### config.mk
export PLATFORM = sky130hd
export DESIGN_NAME = mbus_layer_tx_sequencer
export DESIGN_NICKNAME = d
export VERILOG_FILES = /design/src/rtl/mbus_layer_tx_sequencer_pkg.sv /design/src/rtl/mbus_sync2.sv /design/src/rtl/mbus_layer_tx_sequencer.sv
export SDC_FILE = /design/constraint.sdc
export NUM_CORES = 1
export LEC_CHECK = 0
export CORE_UTILIZATION = 46
export CTS_CLUSTER_DIAMETER = 30
export DETAILED_ROUTE_END_ITERATION = 10
export MAX_ROUTING_LAYER = met4
export PLACE_DENSITY = 0.68
export SLEW_MARGIN = 15
export SYNTH_ARGS = -nofsm -noshare
export SYNTH_HDL_FRONTEND = slang
export SYNTH_SLANG_ARGS = --single-unit
### constraint.sdc
create_clock -name CLK -period 4.69 [get_ports CLK]
set_clock_uncertainty 0.2 [all_clocks]
set_input_delay 1.407 -clock CLK [delete_from_list [all_inputs] [get_ports CLK]]
set_output_delay 1.407 -clock CLK [all_outputs]
set_load 0.03 [all_outputs]
### src/rtl/mbus_layer_tx_sequencer_pkg.sv
// Shared widths, synchronizer depth and FSM state encoding for the layer TX sequencer.
// No logic; imported by the sequencer and its synchronizer.
package mbus_layer_tx_sequencer_pkg;

  localparam int ADDR_WIDTH  = 32;
  localparam int DATA_WIDTH  = 32;
  localparam int SYNC_STAGES = 2;

  typedef enum logic [2:0] {
    ST_IDLE,
    ST_REQ,
    ST_REL,
    ST_WAIT_RESP,
    ST_RESP,
    ST_FIN
  } tx_state_t;

endpackage

### src/rtl/mbus_sync2.sv
// Multi-bit flop synchronizer for independent level signals; latency SYNC_STAGES cycles.
// No flow control: every bit is resampled each cycle.
module mbus_sync2
  import mbus_layer_tx_sequencer_pkg::*;
#(
  parameter int WIDTH = 1
) (
  input  logic             clk,
  input  logic             rst_n,
  input  logic [WIDTH-1:0] d,
  output logic [WIDTH-1:0] q
);

  logic [SYNC_STAGES-1:0][WIDTH-1:0] sr;

  always_ff @(posedge clk or negedge rst_n) begin
    if (!rst_n) begin
      sr <= '0;
    end else begin
      sr <= {sr[SYNC_STAGES-2:0], d};
    end
  end

  assign q = sr[SYNC_STAGES-1];

endmodule

### src/rtl/mbus_layer_tx_sequencer.sv
// Buffers up to DEPTH words and sends them as one MBus message over the REQ/ACK handshake, retrying on FAIL.
// TX_REQ rises 1 cycle after START; each controller edge costs 2 sync cycles; writes/START ignored while BUSY.
module mbus_layer_tx_sequencer
  import mbus_layer_tx_sequencer_pkg::*;
#(
  parameter int DEPTH     = 8,
  parameter int MAX_RETRY = 2
) (
  input  logic                  CLK,
  input  logic                  RESETn,
  input  logic [ADDR_WIDTH-1:0] MSG_ADDR,
  input  logic                  MSG_PRIORITY,
  input  logic                  WR_EN,
  input  logic [DATA_WIDTH-1:0] WR_DATA,
  input  logic                  START,
  output logic                  BUSY,
  output logic                  DONE,
  output logic                  FAIL_STAT,
  output logic [1:0]            RETRY_CNT,
  output logic [ADDR_WIDTH-1:0] TX_ADDR,
  output logic [DATA_WIDTH-1:0] TX_DATA,
  output logic                  TX_REQ,
  output logic                  TX_PEND,
  output logic                  TX_PRIORITY,
  input  logic                  TX_ACK,
  input  logic                  TX_SUCC,
  input  logic                  TX_FAIL,
  output logic                  TX_RESP_ACK
);

  localparam int PW = $clog2(DEPTH);
  localparam int CW = PW + 1;
  localparam logic [CW-1:0] DEPTH_C     = CW'(DEPTH);
  localparam logic [1:0]    RETRY_MAX_C = 2'(MAX_RETRY);

  logic [DATA_WIDTH-1:0] msg_buf [DEPTH];

  tx_state_t             state, state_n;
  logic [CW-1:0]         count, count_n;
  logic [PW-1:0]         rd, rd_n;
  logic [1:0]            retry_cnt, retry_n;
  logic                  fail_stat, fail_stat_n;
  logic                  resp_fail, resp_fail_n;
  logic [ADDR_WIDTH-1:0] addr_q, addr_n;
  logic                  prio_q, prio_n;
  logic                  ack_s, succ_s, fail_s;
  logic                  wr_acc, start_acc, last_word, tx_active;

  mbus_sync2 #(.WIDTH(3)) u_sync (
    .clk   (CLK),
    .rst_n (RESETn),
    .d     ({TX_ACK, TX_SUCC, TX_FAIL}),
    .q     ({ack_s, succ_s, fail_s})
  );

  // A write in the START cycle counts towards the message, so START may see count 0 plus that write.
  assign wr_acc    = WR_EN && (state == ST_IDLE) && (count < DEPTH_C);
  assign start_acc = START && (state == ST_IDLE) && ((count != '0) || wr_acc);
  assign last_word = ({1'b0, rd} == (count - CW'(1)));
  assign tx_active = (state == ST_REQ) || (state == ST_REL);

  always_ff @(posedge CLK) begin
    if (wr_acc) begin
      msg_buf[count[PW-1:0]] <= WR_DATA;
    end
  end

  always_comb begin
    state_n     = state;
    count_n     = count;
    rd_n        = rd;
    retry_n     = retry_cnt;
    fail_stat_n = fail_stat;
    resp_fail_n = resp_fail;
    addr_n      = addr_q;
    prio_n      = prio_q;
    if (wr_acc) begin
      count_n = count + CW'(1);
    end
    case (state)
      ST_IDLE: begin
        if (start_acc) begin
          addr_n      = MSG_ADDR;
          prio_n      = MSG_PRIORITY;
          rd_n        = '0;
          retry_n     = '0;
          fail_stat_n = 1'b0;
          resp_fail_n = 1'b0;
          state_n     = ST_REQ;
        end
      end
      ST_REQ: begin
        if (fail_s) begin
          resp_fail_n = 1'b1;
          state_n     = ST_RESP;
        end else if (ack_s) begin
          state_n = ST_REL;
        end
      end
      ST_REL: begin
        if (fail_s) begin
          resp_fail_n = 1'b1;
          state_n     = ST_RESP;
        end else if (!ack_s) begin
          if (!last_word) begin
            rd_n    = rd + PW'(1);
            state_n = ST_REQ;
          end else begin
            state_n = ST_WAIT_RESP;
          end
        end
      end
      ST_WAIT_RESP: begin
        // FAIL wins when both arrive together.
        if (fail_s) begin
          resp_fail_n = 1'b1;
          state_n     = ST_RESP;
        end else if (succ_s) begin
          resp_fail_n = 1'b0;
          state_n     = ST_RESP;
        end
      end
      ST_RESP: begin
        if (!succ_s && !fail_s && !ack_s) begin
          if (!resp_fail) begin
            state_n = ST_FIN;
          end else if (retry_cnt < RETRY_MAX_C) begin
            retry_n     = retry_cnt + 2'd1;
            rd_n        = '0;
            resp_fail_n = 1'b0;
            state_n     = ST_REQ;
          end else begin
            fail_stat_n = 1'b1;
            state_n     = ST_FIN;
          end
        end
      end
      ST_FIN: begin
        count_n = '0;
        state_n = ST_IDLE;
      end
      default: state_n = ST_IDLE;
    endcase
  end

  always_ff @(posedge CLK or negedge RESETn) begin
    if (!RESETn) begin
      state     <= ST_IDLE;
      count     <= '0;
      rd        <= '0;
      retry_cnt <= '0;
      fail_stat <= 1'b0;
      resp_fail <= 1'b0;
      addr_q    <= '0;
      prio_q    <= 1'b0;
    end else begin
      state     <= state_n;
      count     <= count_n;
      rd        <= rd_n;
      retry_cnt <= retry_n;
      fail_stat <= fail_stat_n;
      resp_fail <= resp_fail_n;
      addr_q    <= addr_n;
      prio_q    <= prio_n;
    end
  end

  // REQ drops combinationally on an abort so the controller sees it without an extra cycle.
  assign TX_REQ      = (state == ST_REQ) && !fail_s;
  assign TX_DATA     = tx_active ? msg_buf[rd] : '0;
  assign TX_PEND     = tx_active && !last_word;
  assign TX_RESP_ACK = (state == ST_RESP);
  assign DONE        = (state == ST_FIN);
  assign BUSY        = (state != ST_IDLE);
  assign FAIL_STAT   = fail_stat;
  assign RETRY_CNT   = retry_cnt;
  assign TX_ADDR     = addr_q;
  assign TX_PRIORITY = prio_q;

endmodule

==> flow_metrics.tcl <==
set metrics [dict create \
    fin_cells 1221 \
    critical_path_class "flop to output port" \
    synth_cell_types 55 \
    tightest_slew_ns 0.857 \
    synth_most_common_cell "edfxtp_1" \
    synth.top_cells.by_area "edfxtp_1, mux4_2, dfrtp_1" \
    yosys.area.top_type "edfxtp_1" \
    vdd_ir_drop_max_mv 0.518 \
    root_buffer "clkbuf_16" \
    yosysSeqAreaShare_pct 74.3 \
    place_inst 1118 \
    dr_total_vias 6629 \
    cts_num_sinks 309 \
    synth_edf_count 256 \
    hold_path_class "flop to flop" \
    design_area_um2 16200 \
    clk_pin_slew_worst_paths_ns 0.05 \
    worstPathArrival_ns 2.83 \
    ios 145 \
    htree_levels 2 \
    setup_viol 0 \
    antenna_found_initial 0 \
    finalHoldViolations 0 \
    ys.flop_type "edfxtp_1" \
    maxSlewHeadroom_pct 42.8 \
    ys_seq_elements 309 \
    crit_fanout 14 \
    fin_crit_sh_pct 94.6 \
    syn_area_um2 12100 \
    grt_use_total_pct 20.2 \
    holdWs_ns 0.157 \
    drv_cap 0 \
    clock.fmax_mhz 225 \
    startpoint_type "flop" \
    synth_common_cells "edfxtp_1, nand2_1, mux4_2" \
    dieArea_um2 27000 \
    syn_to_final_growth_pct 33.1 \
    die_height_um 164 \
    fin_tns_setup_ns 0 \
    num_antenna_cells 0 \
    leakagePower_nw 5.53 \
    worstPathRequired_ns 3.08 \
    avgSynthCellArea_um2 18.6 \
    firstDrtPassIters 5 \
    drt_iter0_drc 481 \
    drive_gt1_share_pct 27.1 \
    drt.antenna.violating_nets 0 \
    drt-wirelength-per-cell_um 21.0 \
    ctsHoldBuffers 0 \
    synthCells 651 \
    synth_warnings 0 \
    post-route-drc-count 0 \
    grt_pass1_vias 7229 \
    grt_pass1_wl_um 39600 \
    total_power_mw 10.5 \
    cts_tree "built" \
    numCtsBuffers 56 \
    cp-end-kind "output port" \
    place_congestion 0.845 \
    io_buffers 144 \
    die_w_um 164 \
    overflow 0 \
    num_rows 59 \
    min_period_ns 4.44 \
    status "completed" \
    place_area_um2 14200 \
    wirelength_um 25700 \
    start_util_pct 46.7 \
    fin_nets 917 \
    slew_viol_final 0 \
    p_per_area_nw_per_um2 649 \
    clk_path_buf_depth 3 \
    core_um2 26000 \
    vias_per_cell 5.43 \
    dp_hpwl_um 15600 \
    synth_top_area_share_pct 63.3 \
    grt_max_degree 39 \
    async_flop_share_pct 17.2 \
    clk_latency_ns 0.56 \
    rsz0062_at_grt "false" \
    syn_nets 726 \
]
==> report_power, final <==
part / total (mW) / switching (mW) / internal [mW]
Clock: 4.07 / 1.37 / 2.70
Sequential: 3.56 / 0.200 / 3.36
Combinational: 2.85 / 1.58 / 1.27
Total: 10.5 / 3.14 / 7.34
==> sequential cells by signal, indices dropped and copies added (netlist names) <==
name	count
count	4
FAIL_STAT	1
TX_ADDR	32
u_sync.q	3
msg_buf	256
resp_fail	1
TX_PRIORITY	1
rd	3
state	3
RETRY_CNT	2
u_sync.sr	3
==> cells by family (layout without fill, tap and decap cells) <==
kind of cell	count (synthesis)	in the layout	share of synthesized area (%)
multiplexers	101	101	15.3
AO/OA/AOI/OAI	70	70	3.59
flip-flops	309	309	74.3
XOR/XNOR	4	4	0.289
buffers and inverters	46	281	1.78
adder cells (fa/ha/maj)	4	4	0.392
AND/OR/NAND/NOR	117	117	4.41
==> stage by stage <==
stage / utilization [%] / worst slack, ns
finish: 62.2 / 0.251
global route: 62.2 / 0.0823
CTS: 62.1 / 0.0718
detailed placement: 54.5 / 0.614
global placement: 54.5 / 0.599
floorplan: - / 0.645
==> critical path, stage by stage (launching register included) <==
cell and delay [ns]:
dfrtp_1 0.57, inv_1 0.30, nand2_2 0.23, buf_4 0.27, a21oi_1 0.18, clkdlybuf4s50_1 0.73
==> routing by layer <==
layer	wire length (µm)	track usage, %	vias up
li1	-	-	2985
met1	10100	24.7	3374
met2	13400	34.2	210
met3	1580	3.47	60
met4	611	6.92	0
met5	0	-	-
==> layout make-up <==
class                           instances  area [µm²]
Multi-Input combinational cell        296        2980
Tap cell                              335         419
Clock buffer                           59        1410
Clock inverter                         43         542
Timing Repair Buffer                  170        1750
Inverter                                9        33.8
Sequential cell                       309        9020
Fill cell                            1853        9830
==> placed cells by master (no fill, tap or decap), types with 4 or more instances in the layout <==
cell type,Yosys,layout
nor2_1,14,8
a21oi_1,37,37
o21ai_0,6,6
buf_4,4,19
buf_12,0,8
nand2b_1,4,4
clkbuf_16,0,56
inv_1,8,8
clkinv_2,0,7
a31oi_1,4,4
clkinvlp_4,0,4
nor2_4,0,6
dfrtp_1,53,50
nor3_1,7,5
edfxtp_1,256,256
mux4_2,64,64
mux2_2,33,33
nand2_1,75,74
clkinv_4,0,9
inv_6,0,5
clkinv_1,1,7
bufinv_16,0,9
clkdlybuf4s50_1,0,141
==> path summary, 6_finish.rpt <==
| kind | start | end | slack [ns] | cells past startpoint |
|---|---|---|---|---|
| max | state[2] | TX_DATA[27] | 0.25 | 5 |
| min | u_sync.sr[0] | u_sync.q[0] | 0.16 | 0 |
| max reg2reg | state[1] | msg_buf[4][2] | 1.82 | 8 |
| min reg2reg | u_sync.sr[0] | u_sync.q[0] | 0.16 | 0 |
| max in group asynchronous | RESETn | TX_ADDR[18] | 2.78 | 2 |
| min in group asynchronous | RESETn | u_sync.q[1] | 0.76 | 1 |
==> what timing repair did <==
item,4_1_cts,5_1_grt
buffers inserted,1,0
endpoints found under the setup margin,1,18
resized for setup,0,2
Note: power is estimated with default switching activity, not from simulation.
